**src/rtl/wb_master_seq.sv**
```systemverilog
// wb_master_seq: command/response handshake to single Wishbone cycles with a bounded ACK timeout; define WBM_RETRY_EN to re-issue a timed-out cycle once
module wb_master_seq #(
  parameter int ADDRWIDTH = 17,
  parameter int DATAWIDTH = 32,
  parameter int TIMEOUT_W = 4,
  parameter int TIMEOUT_CYCLES = 15,
  parameter logic [DATAWIDTH-1:0] ERR_READ_VALUE = 32'hDEAD_0BAD
) (
  input  logic                 WBs_CLK_i,
  input  logic                 WBs_RST_n_i,
  input  logic                 cmd_valid_i,
  output logic                 cmd_ready_o,
  input  logic                 cmd_we_i,
  input  logic [ADDRWIDTH-1:0] cmd_adr_i,
  input  logic [3:0]           cmd_byte_stb_i,
  input  logic [DATAWIDTH-1:0] cmd_dat_i,
  output logic                 rsp_valid_o,
  input  logic                 rsp_ready_i,
  output logic [DATAWIDTH-1:0] rsp_dat_o,
  output logic                 rsp_err_o,
  output logic [ADDRWIDTH-1:0] WBs_ADR_o,
  output logic                 WBs_CYC_o,
  output logic                 WBs_STB_o,
  output logic                 WBs_WE_o,
  output logic                 WBs_RD_o,
  output logic [3:0]           WBs_BYTE_STB_o,
  output logic [DATAWIDTH-1:0] WBs_WR_DAT_o,
  input  logic [DATAWIDTH-1:0] WBs_RD_DAT_i,
  input  logic                 WBs_ACK_i
);
  typedef enum logic [1:0] {IDLE, BUS, GAP, RESP} state_t;
  state_t state_q, state_d;
  logic                 cmd_ready_q, cmd_ready_d;
  logic                 rsp_valid_q, rsp_valid_d;
  logic                 rsp_err_q, rsp_err_d;
  logic [DATAWIDTH-1:0] rsp_dat_q, rsp_dat_d;
  logic [ADDRWIDTH-1:0] adr_q, adr_d;
  logic                 cyc_q, cyc_d;
  logic                 we_o_q, we_o_d;
  logic                 rd_q, rd_d;
  logic [3:0]           bstb_q, bstb_d;
  logic [DATAWIDTH-1:0] wdat_q, wdat_d;
  logic                 we_lat_q, we_lat_d;
  logic [TIMEOUT_W-1:0] cnt_q, cnt_d;
  logic accept, ack_hit, tmo, hs, retry_go, exit_resp;
  assign accept  = cmd_valid_i & cmd_ready_q;
  assign ack_hit = (state_q == BUS) & WBs_ACK_i;
  assign tmo     = (state_q == BUS) & ~WBs_ACK_i & (cnt_q == TIMEOUT_W'(TIMEOUT_CYCLES));
  assign hs      = (state_q == RESP) & rsp_ready_i;
`ifdef WBM_RETRY_EN
  logic retried_q, retried_d;
  assign retry_go  = tmo & ~retried_q;
  assign retried_d = accept ? 1'b0 : (retry_go ? 1'b1 : retried_q);
  // Remembers that the current command has already used its single retry
  always_ff @(posedge WBs_CLK_i or negedge WBs_RST_n_i)
    if (!WBs_RST_n_i) retried_q <= 1'b0;
    else retried_q <= retried_d;
`else
  assign retry_go = 1'b0;
`endif
  // State register
  always_ff @(posedge WBs_CLK_i or negedge WBs_RST_n_i)
    if (!WBs_RST_n_i) state_q <= IDLE;
    else state_q <= state_d;
  // Next-state: ACK beats a simultaneous timeout; a retry passes through a one-cycle gap
  always_comb begin
    state_d = state_q;
    case (state_q)
      IDLE: state_d = accept ? BUS : IDLE;
      BUS:  state_d = ack_hit ? RESP : (retry_go ? GAP : (tmo ? RESP : BUS));
      GAP:  state_d = BUS;
      RESP: state_d = hs ? IDLE : RESP;
      default: state_d = IDLE;
    endcase
  end
  assign exit_resp = (state_q == BUS) & (state_d == RESP);
  // Output/datapath next values: bus signals follow the next state so they leave the flops directly
  always_comb begin
    cmd_ready_d = state_d == IDLE;
    we_lat_d    = accept ? cmd_we_i : we_lat_q;
    cyc_d       = state_d == BUS;
    we_o_d      = (state_d == BUS) & we_lat_d;
    rd_d        = (state_d == BUS) & ~we_lat_d;
    adr_d       = accept ? (cmd_adr_i & ~ADDRWIDTH'(3)) : adr_q;
    bstb_d      = accept ? (cmd_we_i ? cmd_byte_stb_i : 4'hF) : bstb_q;
    wdat_d      = accept ? cmd_dat_i : wdat_q;
    cnt_d       = (state_q == BUS && state_d == BUS) ? cnt_q + TIMEOUT_W'(1) :
                  (state_d == IDLE || state_d == GAP) ? '0 : cnt_q;
    rsp_valid_d = exit_resp ? 1'b1 : (hs ? 1'b0 : rsp_valid_q);
    rsp_err_d   = exit_resp ? ~WBs_ACK_i : rsp_err_q;
    rsp_dat_d   = exit_resp ? (we_lat_q ? '0 : (WBs_ACK_i ? WBs_RD_DAT_i : ERR_READ_VALUE)) : rsp_dat_q;
  end
  // Registered outputs and latched command
  always_ff @(posedge WBs_CLK_i or negedge WBs_RST_n_i)
    if (!WBs_RST_n_i) begin
      cmd_ready_q <= 1'b0;
      rsp_valid_q <= 1'b0;
      rsp_err_q   <= 1'b0;
      rsp_dat_q   <= '0;
      adr_q       <= '0;
      cyc_q       <= 1'b0;
      we_o_q      <= 1'b0;
      rd_q        <= 1'b0;
      bstb_q      <= '0;
      wdat_q      <= '0;
      we_lat_q    <= 1'b0;
      cnt_q       <= '0;
    end else begin
      cmd_ready_q <= cmd_ready_d;
      rsp_valid_q <= rsp_valid_d;
      rsp_err_q   <= rsp_err_d;
      rsp_dat_q   <= rsp_dat_d;
      adr_q       <= adr_d;
      cyc_q       <= cyc_d;
      we_o_q      <= we_o_d;
      rd_q        <= rd_d;
      bstb_q      <= bstb_d;
      wdat_q      <= wdat_d;
      we_lat_q    <= we_lat_d;
      cnt_q       <= cnt_d;
    end
  assign cmd_ready_o    = cmd_ready_q;
  assign rsp_valid_o    = rsp_valid_q;
  assign rsp_err_o      = rsp_err_q;
  assign rsp_dat_o      = rsp_dat_q;
  assign WBs_ADR_o      = adr_q;
  assign WBs_CYC_o      = cyc_q;
  assign WBs_STB_o      = cyc_q;
  assign WBs_WE_o       = we_o_q;
  assign WBs_RD_o       = rd_q;
  assign WBs_BYTE_STB_o = bstb_q;
  assign WBs_WR_DAT_o   = wdat_q;
endmodule
```
**config.mk**
```make
export PLATFORM = sky130hd
export DESIGN_NAME = wb_master_seq
export DESIGN_NICKNAME = d
export VERILOG_FILES = /design/src/rtl/wb_master_seq.sv
export SDC_FILE = /design/constraint.sdc
export NUM_CORES = 1
export LEC_CHECK = 0
export ABC_AREA = 1
export ABC_CLOCK_PERIOD_IN_PS = 1530
export BUFFER_PORTS_ARGS = -buffer_cell sky130_fd_sc_hd__buf_4
export CAP_MARGIN = 10
export CELL_PAD_IN_SITES_DETAIL_PLACEMENT = 0
export CELL_PAD_IN_SITES_GLOBAL_PLACEMENT = 2
export CORE_ASPECT_RATIO = 0.9
export CORE_MARGIN = 2
export CORE_UTILIZATION = 25
export CTS_CLUSTER_SIZE = 40
export DETAILED_ROUTE_END_ITERATION = 12
export PLACE_DENSITY = 0.83
export SLEW_MARGIN = 20
export SYNTH_ARGS = -nofsm -noshare
export SYNTH_HDL_FRONTEND = slang
export SYNTH_SLANG_ARGS = --single-unit
```
**constraint.sdc**
```tcl
create_clock -name WBs_CLK_i -period 1.53 [get_ports WBs_CLK_i]
set_input_delay 0.0765 -clock WBs_CLK_i [delete_from_list [all_inputs] [get_ports WBs_CLK_i]]
set_output_delay 0.0765 -clock WBs_CLK_i [all_outputs]
set_load 0.02 [all_outputs]
```
==> results of run 1 <==
==> cell usage after synthesis, drive strengths merged <==
master  instances  area [sq um]
o21ai          44         220.2
nand2         202         760.7
dfrtp          96          2402
a21oi           1         8.760
nor2            7         41.29
o22a            4         35.03
conb            1         3.750
nand3b          1         7.510
or2             2         12.52
clkbuf          7         26.28
buf            17         103.8
nand3          19         95.09
ha              1         12.51
inv            11         41.29
==> power groups by stage <==
stage / Sequential [W] / Clock (W) / Combinational [W]
floorplan: 0.00568 / 0 / 0.00168
global placement: 0.00438 / 0 / 0.00550
detailed placement: 0.00440 / 0 / 0.00558
CTS: 0.00438 / 0.00219 / 0.00571
global route: 0.00453 / 0.00229 / 0.00615
finish: 0.00438 / 0.00207 / 0.00563
==> cells by family after synthesis <==
group | Yosys count | share of synthesized area, %
compound gates | 49 | 7.001
flops | 96 | 63.70
buf+inv | 35 | 4.545
simple gates | 231 | 24.32
fa+ha+maj | 1 | 0.3317
other cells | 1 | 0.09944
==> repair_timing <==
item	CTS	global route
hold buffers	64	0
buffers inserted	0	0
setup endpoints to repair	0	0
hold endpoints to repair	144	0
==> cells in the final DEF (no fill, tap or decap) <==
master,count
nand3_1,19
clkbuf_8,1
buf_12,4
dlygate4sd3_1,64
inv_2,1
o21ai_0,43
or2_2,1
clkinv_2,2
nor2_4,2
or2_0,1
nor2_1,5
nand3b_1,1
clkinvlp_4,3
clkbuf_16,9
dfrtp_1,96
a21oi_2,1
ha_1,1
buf_4,187
conb_1,2
o22a_1,4
nand2_2,2
nand2_1,200
o21ai_1,1
clkbuf_1,1
inv_1,10
==> layout make-up <==
| cell class | instances | area (sq um) |
|---|---|---|
| inverters | 11 | 41.29 |
| multi-input cells | 283 | 1204 |
| repair buffers | 255 | 2125 |
| clock buffers | 11 | 242.7 |
| clock inverters | 5 | 32.53 |
| well taps | 198 | 247.7 |
| flip-flops and latches | 96 | 2402 |
| fillers | 1439 | 8419 |
==> path summary, 6_finish.rpt <==
path / startpoint / end / slack (ns)
setup / recovery: cnt_q[0] / rsp_dat_o[31] / 0.18
hold / removal: WBs_RD_DAT_i[20] / rsp_dat_o[20] / 0.02
setup reg to reg: cnt_q[0] / rsp_dat_o[31] / 0.18
hold reg to reg: WBs_ADR_o[10] / WBs_ADR_o[10] / 0.48
max in group asynchronous: WBs_RST_n_i / we_lat_q / 0.78
min in group asynchronous: WBs_RST_n_i / WBs_WR_DAT_o[0] / 0.20
==> registers in the layout, indices dropped and copies added (netlist names) <==
signal	flops
WBs_ADR_o	15
rsp_valid_o	1
we_lat_q	1
WBs_WR_DAT_o	32
WBs_WE_o	1
rsp_dat_o	32
WBs_CYC_o	1
rsp_err_o	1
state_q	2
cmd_ready_o	1
WBs_RD_o	1
WBs_BYTE_STB_o	4
cnt_q	4
==> per-stage QoR <==
stage | hold slack [ns] | cell area, sq um | util (%) | total power [W]
floorplan | -0.2191 | 3775 | - | 0.007363
global placement | 0.01222 | 5379 | 36.56 | 0.009882
detailed placement | 0.01434 | 5379 | 36.56 | 0.009978
CTS | 0.003004 | 6295 | 42.78 | 0.01228
global route | 0.005937 | 6295 | 42.78 | 0.01296
finish | 0.01907 | 6295 | 42.78 | 0.01208
==> worst max-delay path, delay by kind of cell, from the launching register on <==
kind,cells,cell delay (ns)
compound gates,1,0.08
fa+ha+maj,1,0.23
buf+inv,1,0.19
flops,1,0.40
simple gates,4,0.35
==> routing by layer <==
metal	GRT usage (%)	part of all wire [%]	up-vias
met5	0	0	-
met4	4.388	1.4	0
met3	4.864	7.1	14
met2	23.97	48	128
met1	18.08	44	1658
li1	-	-	1775
==> metrics.txt, run 1 <==
die boundary height ~120 um; Finished Layout Cells about 860; Crit Path Class flop to flop; Final TNS setup 0 ns; overall overflow remaining after global route 0; fraction of layout cells with a size suffix above 1 around 32%; Cell Int Power approximately 0.0072 W; number of antenna violations at the first check in global routing 0; Clock Tree Root clkbuf_16; later-pin clock latency in the skew report about 0.34 ns; number of port buffers approximately 180; run status finished clean; global placement routability congestion 0.7585; clock sinks 96; RSZ-0062 raised after global routing false; Slew Limit Fails 0; setup slack of the critical path after layout approximately 0.18 ns; Post-Syn Instances about 410; launching element type of the critical path flop; CTS clock-pin slew for the worst setup and hold paths approximately 0.07 ns; count of cells along the worst register-to-register path 7; via count of the first global-routing pass around 3600; worst voltage drop across the vdd grid about 0.00076 V; Mapped Avg Cell Area slightly above 9 sq um; Post-Place Cells just under 800; Reg power frac a little over a third; power per cell area roughly 1900 nW/um^2; cell mode on critical path nand2_1; highest clock frequency the design can meet about 740 MHz; combinational share of power a little under half; summed instance area of the synthesized netlist about 3800 sq um; final setup vio count 0; final routed wirelength across all metal layers roughly 11000 um; worst path required time roughly 1.8 ns; part of the power in the clock network around 17%; aggregate global-route resource usage roughly 15%; H-tree Lvls 3; via/cell ratio around 4.2; CP endpoint kind flop; post-route clock period utilization between 80% and 90%; largest net degree at the start of global routing 37; area of the die between 15000 and 20000 sq um; DR pass1 iterations 5; maximum net fanout on the critical path 36; wire length of the first global-routing pass roughly 18000 um; number of design-rule violations left by the first detailed-router iteration approximately 150; post-layout minimum cycle time roughly 1.4 ns; Hold/Removal Path Class input port to flop; count of antenna diodes in the layout 0; delay contributed by the slowest stage of the critical path ~0.4 ns; number of maximum-capacitance constraint violations 0; remaining design rule violation count 0; post-DP HPWL just under 8000 um; portion of the post-synthesis area used by sequential elements a little under two thirds; clock tree from TritonCTS built; Static Leak around 3.3 nW; library cell contributing the largest single delay on the critical path dfrtp_1; number of distinct library cells after synthesis 22; Worst EP arrival roughly 1.6 ns; CTS Buf Count 9; Area growth, synth to finish 66.92%; setup skew after layout ~0.007 ns; cells along the critical path ha_1, nand3_1, nand2_1, nand2_2, buf_12, nand2_1, o21ai_0; post-layout net count ~750; count of antenna-violating nets left after detailed routing 0; area of the core 14710 sq um; count of pins on the block boundary between 150 and 200; Worst Hold Depth 3; Die Span X between 100 and 150 um; switching component of the power 0.004843 W; vias around 3600; WL per Instance around 13 um; synthesis-stage register bit count 96; net switching fraction of the power around two fifths; Std-Cell Rows 42; initial core utilization between 20% and 30%; largest buffer count on any clock path 2; final count of hold timing violations 0; number of warning messages in the yosys log 0; post-placement worst setup slack 0.1711 ns; number of gates given a new drive strength after cts 0
Note: power is estimated with default switching activity, not from simulation.
==> run 2, diff against run 1 <==
BUFFER_PORTS_ARGS = default   (was -buffer_cell sky130_fd_sc_hd__buf_4)
CORE_UTILIZATION = 34   (was 25)
DONT_BUFFER_PORTS = 1   (was default)
PLACE_DENSITY = 0.82   (was 0.83)
==> run 2 against run 1 <==
- the run now ends with negative hold slack left
- global-route usage grew 2.3 points
- maximum frequency is 0.75% higher
- power decreased by 13%
- highest routed layer unchanged
- first-iteration DRC count increased by 25%
- die area shrank 26%
- clock-buffer cell count rose by 2
- combinational power is 60% lower
- worst setup slack gained 0.010 ns
==> metrics.txt, run 2 (synthesized netlist as in run 1, its figures left out) <==
run status finished, violations left; violations in the final reports negative hold slack; number of design-rule violations left by the first detailed-router iteration 193 (+25%); Final TNS setup 0 ns (unchanged); setup repair bufs after CTS 0 (unchanged); final routed wirelength across all metal layers 9961 um (-11%); wire length of the first global-routing pass 15610 um (-15%); area of the core 10810 sq um (-27%); CP endpoint kind flop; die boundary height 103.9 um (-14%); highest clock frequency the design can meet 744.0 MHz (+0.75%); setup skew after layout 0.006289 ns (-0.0008304 ns); clock tree from TritonCTS built; via count of the first global-routing pass 3109 (-15%); global placement routability congestion 0.7182 (-5.3%); remaining design rule violation count 0 (unchanged); met1 layer usage reported by global route 18.27% (+0.19 points); count of pins on the block boundary 183 (unchanged); count of antenna diodes in the layout 0 (unchanged); Die Span X 115.0 um (-14%); minimum hold slack -0.5698 ns (-0.5889 ns); part of the power in the clock network 21.7% (+4.5 points); number of port buffers 0 (-100%); post-route clock period utilization 87.85% (-0.66 points); largest buffer count on any clock path 2 (unchanged); most crowded layer after global routing met2; post-DP HPWL 6122 um (-20%); number of maximum-capacitance constraint violations 0 (unchanged); final setup vio count 0 (unchanged); delay contributed by the slowest stage of the critical path 0.40 ns (about the same); switching component of the power 0.004487 W (-7.4%); launching element type of the critical path flop; Reg power frac 56.9% (+21 points); clock sinks 96 (unchanged); later-pin clock latency in the skew report 0.34 ns (about the same); Slew Limit Fails 0 (unchanged); largest net degree at the start of global routing 97 (+160%); cells along the critical path ha_1, nand3_1, nand2_1, nand2_2, buf_12, o21ai_0; vias 3030 (-15%); count of antenna-violating nets left after detailed routing 0 (unchanged); via/cell ratio 4.802 (+15%); Clock Tree Root clkbuf_16; WL per Instance 15.79 um (+21%); Post-Place Cells 531 (-32%); power consumption 0.01045 W (-13%); most common library cell in the layout ignoring fill and taps nand2_1; global-route met2 utilization 29.37% (+5.4 points); power per cell area 2080 nW/um^2 (+8.4%); library cell contributing the largest single delay on the critical path dfrtp_1; post-layout net count 585 (-22%); DR pass1 iterations 4 (-1); post-layout minimum cycle time 1.344 ns (-0.01007 ns); initial core utilization 34.88% (+9.3 points); post-route standard cell area excluding fillers 5025 sq um (-20%); area of the die 11950 sq um (-26%); overall overflow remaining after global route 0 (unchanged); maximum net fanout on the critical path 48 (+33%); worst voltage drop across the vdd grid 0.0007769 V (+2.6%); Area growth, synth to finish 33.24%; final count of hold timing violations 96 (+96); H-tree Lvls 3 (unchanged); number of antenna violations at the first check in global routing 0 (unchanged); commonest cells after routing, fill and taps aside 201 x nand2_1, 96 x dfrtp_1, 84 x dlygate4sd3_1, 43 x o21ai_0, 19 x nand3_1; fill cell instance count of the final layout 1025 (-29%); combinational share of power 21.4% (-25 points); cell area after placement 3884 sq um (-28%); Crit Path Class flop to flop; Std-Cell Rows 36 (-14%); CTS clock-pin slew for the worst setup and hold paths 0.06 ns (about the same); number of gates given a new drive strength after cts 0 (unchanged); net switching fraction of the power 42.92% (+2.8 points); met3 track demand over resource in global routing 7.110% (+2.2 points); Post-CTS Hold Fix Bufs 84 (+31%); worst path required time 1.75 ns (-0.03 ns); Static Leak 2.508 nW (-24%); Hold/Removal Path Class input port to asynchronous set/reset pin; fraction of layout cells with a size suffix above 1 5.622% (-27 points); Cell Int Power 0.005967 W (-18%); CTS Buf Count 9 (unchanged); Finished Layout Cells 631 (-27%); Worst EP arrival 1.56 ns (-0.04 ns); aggregate global-route resource usage 16.77% (+2.3 points); RSZ-0062 raised after global routing false
run 2: cell types whose count changed in the layout (fill, tap and decap cells not counted):
cell	previous run	this run
nand2_2	2	1
clkbuf_1	1	2
bufinv_16	0	1
dlygate4sd3_1	64	84
clkbuf_8	1	2
buf_12	4	1
clkinvlp_4	3	0
nand2_1	200	201
buf_4	187	7
run 2: area by class of cell:
cell class / instances / area, sq um / share of cell area [%]
Inverter: 11 / 41.29 / 0.8217
Tap cell: 133 / 166.4 / 3.312
Clock inverter: 3 / 40.04 / 0.7968
Clock buffer: 13 / 260.3 / 5.179
Multi-Input combinational cell: 283 / 1201 / 23.90
Timing Repair Buffer: 92 / 913.4 / 18.18
Sequential cell: 96 / 2402 / 47.81
run 2: worst paths after layout:
path / from / endpoint / slack (ns) / depth (start not counted)
worst max-delay path: cnt_q[0] / rsp_dat_o[9] / 0.19 / 6
worst min-delay path: WBs_RST_n_i / rsp_dat_o[28] / -0.57 / 0
worst max register to register: cnt_q[0] / rsp_dat_o[9] / 0.19 / 6
worst min register to register: cnt_q[1] / cnt_q[1] / 0.54 / 2
max in group asynchronous: WBs_RST_n_i / WBs_ADR_o[7] / 1.93 / 0
min in group WBs_CLK_i: WBs_RD_DAT_i[9] / rsp_dat_o[9] / 0.04 / 2
run 2: power by group through the flow:
stage	Clock, W	Sequential [W]	Combinational, W
2_1_floorplan	0	0.00568	0.00168
3_3_place_gp	0	0.00597	0.00195
3_5_place_dp	0	0.00598	0.00205
4_1_cts	0.00235	0.00596	0.00224
5_1_grt	0.00247	0.00609	0.00263
6_report	0.00227	0.00595	0.00223
run 2: metal layers:
layer / share of wire, % / vias up
li1: - / 1446
met1: 41 / 1469
met2: 50 / 103
met3: 7.2 / 12
met4: 1.4 / 0
met5: 0 / -
run 2: critical path: cells and delay by family, from the launching register on:
family                     cells  cell delay, ns
DFF                            1            0.40
and+or+nand+nor                3            0.27
adders and majority gates      1            0.23
AOI/OAI and AO/OA              1            0.11
buffers and inverters          1            0.21
run 2: per-stage QoR:
step	worst slack (ns)	util, %
2_1_floorplan	0.2769	-
3_3_place_gp	0.2048	35.93
3_5_place_dp	0.1729	35.93
4_1_cts	0.1670	46.48
5_1_grt	0.03964	46.48
6_report	0.1859	46.48
==> run 3, diff against run 2 <==
ABC_CLOCK_PERIOD_IN_PS = 1200   (was 1530)
CORE_UTILIZATION = 31   (was 34)
MAX_ROUTING_LAYER = met4   (was default)
PLACE_DENSITY = 0.79   (was 0.82)
clock period = 1.2 ns   (was 1.53 ns; I/O delays follow)
==> run 3 against run 2 <==
- combinational power increased by 83%
- clock power grew 22%
- clock skew is essentially flat
- clock-buffer cell count fell by 2
- the flow finishes with violations (negative hold slack, negative setup slack)
- wire length grew 2.1%
- sequential power increased by 28%
- register-to-register slack got worse by 0.27 ns
- maximum frequency up 5.0%
- non-clock buffer count rose by 23
- power rose by 38%
- largest cell class unchanged
==> metrics.txt, run 3 (synthesized netlist as in run 1, its figures left out) <==
aggregate global-route resource usage 15.34% (-1.4 points); worst path required time 1.43 ns (-0.32 ns); number of maximum-capacitance constraint violations 0 (unchanged); final count of hold timing violations 96 (unchanged); setup skew after layout 0.006175 ns (-0.0001138 ns); post-DP HPWL 6191 um (+1.1%); Static Leak 2.697 nW (+7.5%); minimum hold slack -0.5976 ns (-0.02780 ns); launching element type of the critical path flop; CTS clock-pin slew for the worst setup and hold paths 0.07 ns (about the same); Slew Limit Fails 0 (unchanged); worst voltage drop across the vdd grid 0.001067 V (+37%); Clock Tree Root clkbuf_16; number of design-rule violations left by the first detailed-router iteration 189 (-2.1%); maximum net fanout on the critical path 5 (-90%); Crit Path Class flop to flop; most common library cell in the layout ignoring fill and taps nand2_1; remaining design rule violation count 0 (unchanged); cell area after placement 4010 sq um (+3.3%); Die Span X 120.3 um (+4.6%); clock sinks 96 (unchanged); final setup vio count 36 (+36); run status finished, violations left; power consumption 0.01446 W (+38%); WL per Instance 14.92 um (-5.5%); via/cell ratio 4.548 (-5.3%); Final TNS setup -1.708 ns (-1.708 ns); wire length of the first global-routing pass 15010 um (-3.8%); setup slack of the critical path after layout -0.08038 ns (-0.2663 ns); power per cell area 2604 nW/um^2 (+25%); die boundary height 108.6 um (+4.5%); overall overflow remaining after global route 0 (unchanged); initial core utilization 31.47% (-3.4 points); post-layout minimum cycle time 1.280 ns (-0.06369 ns); largest net degree at the start of global routing 97 (unchanged); H-tree Lvls 3 (unchanged); Post-Place Cells 566 (+6.6%); post-layout net count 609 (+4.1%); count of pins on the block boundary 183 (unchanged); post-route clock period utilization 106.7% (+19 points); post-route standard cell area excluding fillers 5552 sq um (+10%); combined flip-flop and latch cell area 2404 sq um (about the same); largest buffer count on any clock path 2 (unchanged); vias 3102 (+2.4%); fraction of layout cells with a size suffix above 1 17.05% (+11 points); count of antenna-violating nets left after detailed routing 0 (unchanged); later-pin clock latency in the skew report 0.35 ns (about the same); commonest cells after routing, fill and taps aside 186 x nand2_1, 95 x dfrtp_1, 86 x dlygate4sd3_1, 25 x o21ai_0, 15 x buf_4; number of port buffers 0 (unchanged); Hold/Removal Path Class input port to asynchronous set/reset pin; CP endpoint kind flop; count of antenna diodes in the layout 0 (unchanged); Worst EP arrival 1.51 ns (-0.05 ns); RSZ-0062 raised after global routing true; Area growth, synth to finish 47.21%; area of the core 11980 sq um (+11%); Finished Layout Cells 682 (+8.1%); Std-Cell Rows 38 (+5.6%); via count of the first global-routing pass 2940 (-5.4%); CTS Buf Count 9 (unchanged); area of the die 13060 sq um (+9.3%); area of the multi-input gates 1375 sq um (+14%); reg-to-reg critical path startpoint cnt_q[1]; violations in the final reports negative hold slack, negative setup slack; global placement routability congestion 0.6735 (-6.2%); number of antenna violations at the first check in global routing 0 (unchanged); fill cell instance count of the final layout 1118 (+9.1%); clock tree from TritonCTS built; final routed wirelength across all metal layers 10180 um (+2.1%); crit path launch cnt_q[1]; DR pass1 iterations 4 (unchanged); highest clock frequency the design can meet 781.0 MHz (+5.0%)
==> run 3: path summary, 6_finish.rpt <==
kind,slack [ns],endpoint,cells after the start
max in group asynchronous,1.65,WBs_WR_DAT_o[25],0
hold / removal,-0.60,rsp_dat_o[20],0
setup reg to reg,-0.08,rsp_dat_o[27],7
hold reg to reg,0.62,rsp_dat_o[14],2
setup / recovery,-0.08,rsp_dat_o[27],7
min in group WBs_CLK_i,0.20,cnt_q[3],4
==> run 3: metal layers <==
metal	vias to the layer above	track usage [%]	part of all wire (%)	wire, um
met1	1480	17.61	41	4219
met5	-	-	0	0
met2	115	25.24	50	5097
met3	11	5.230	7.1	724
met4	0	5.482	1.3	133
li1	1496	-	-	-
==> run 3: per-stage QoR <==
stage / setup slack [ns] / util [%] / hold slack [ns]
finish: -0.08038 / 46.33 / -0.5976
global route: -0.1569 / 46.33 / -0.6250
CTS: -0.04154 / 43.66 / -0.6207
detailed placement: -0.1020 / 33.47 / -0.2343
global placement: -0.08467 / 33.47 / -0.2338
floorplan: -0.01518 / - / -0.2356
==> run 3: layout make-up <==
type,instances,area share [%]
clock buffers,11,4.553
clock inverters,5,0.6987
inverters,11,0.8790
multi-input cells,284,24.77
flip-flops and latches,96,43.30
well taps,160,3.606
repair buffers,115,22.20
==> run 3: power breakdown <==
group,switching (W),internal [W],total [W],leakage [nW]
Clock,0.00123,0.00153,0.00276,0.142
Sequential,0.00290,0.00471,0.00761,1.19
Combinational,0.00212,0.00197,0.00409,1.36
Total,0.00625,0.00821,0.0145,2.70
==> run 3: worst max-delay path, stage by stage, from the launching register on <==
cell       delay [ns]
dfrtp_1          0.37
ha_2             0.22
nand3_4          0.08
nand2_4          0.11
nand2_4          0.11
clkbuf_16        0.17
nand2_1          0.04
o21ai_0          0.07
==> run 3: repair_timing <==
action,4_1_cts,5_1_grt
endpoints found under the setup margin,57,44
hold endpoints to repair,182,98
hold buffers,85,1
gates resized for setup,9,61
gates cloned,1,5
pin swaps,2,7
buffers inserted,2,6
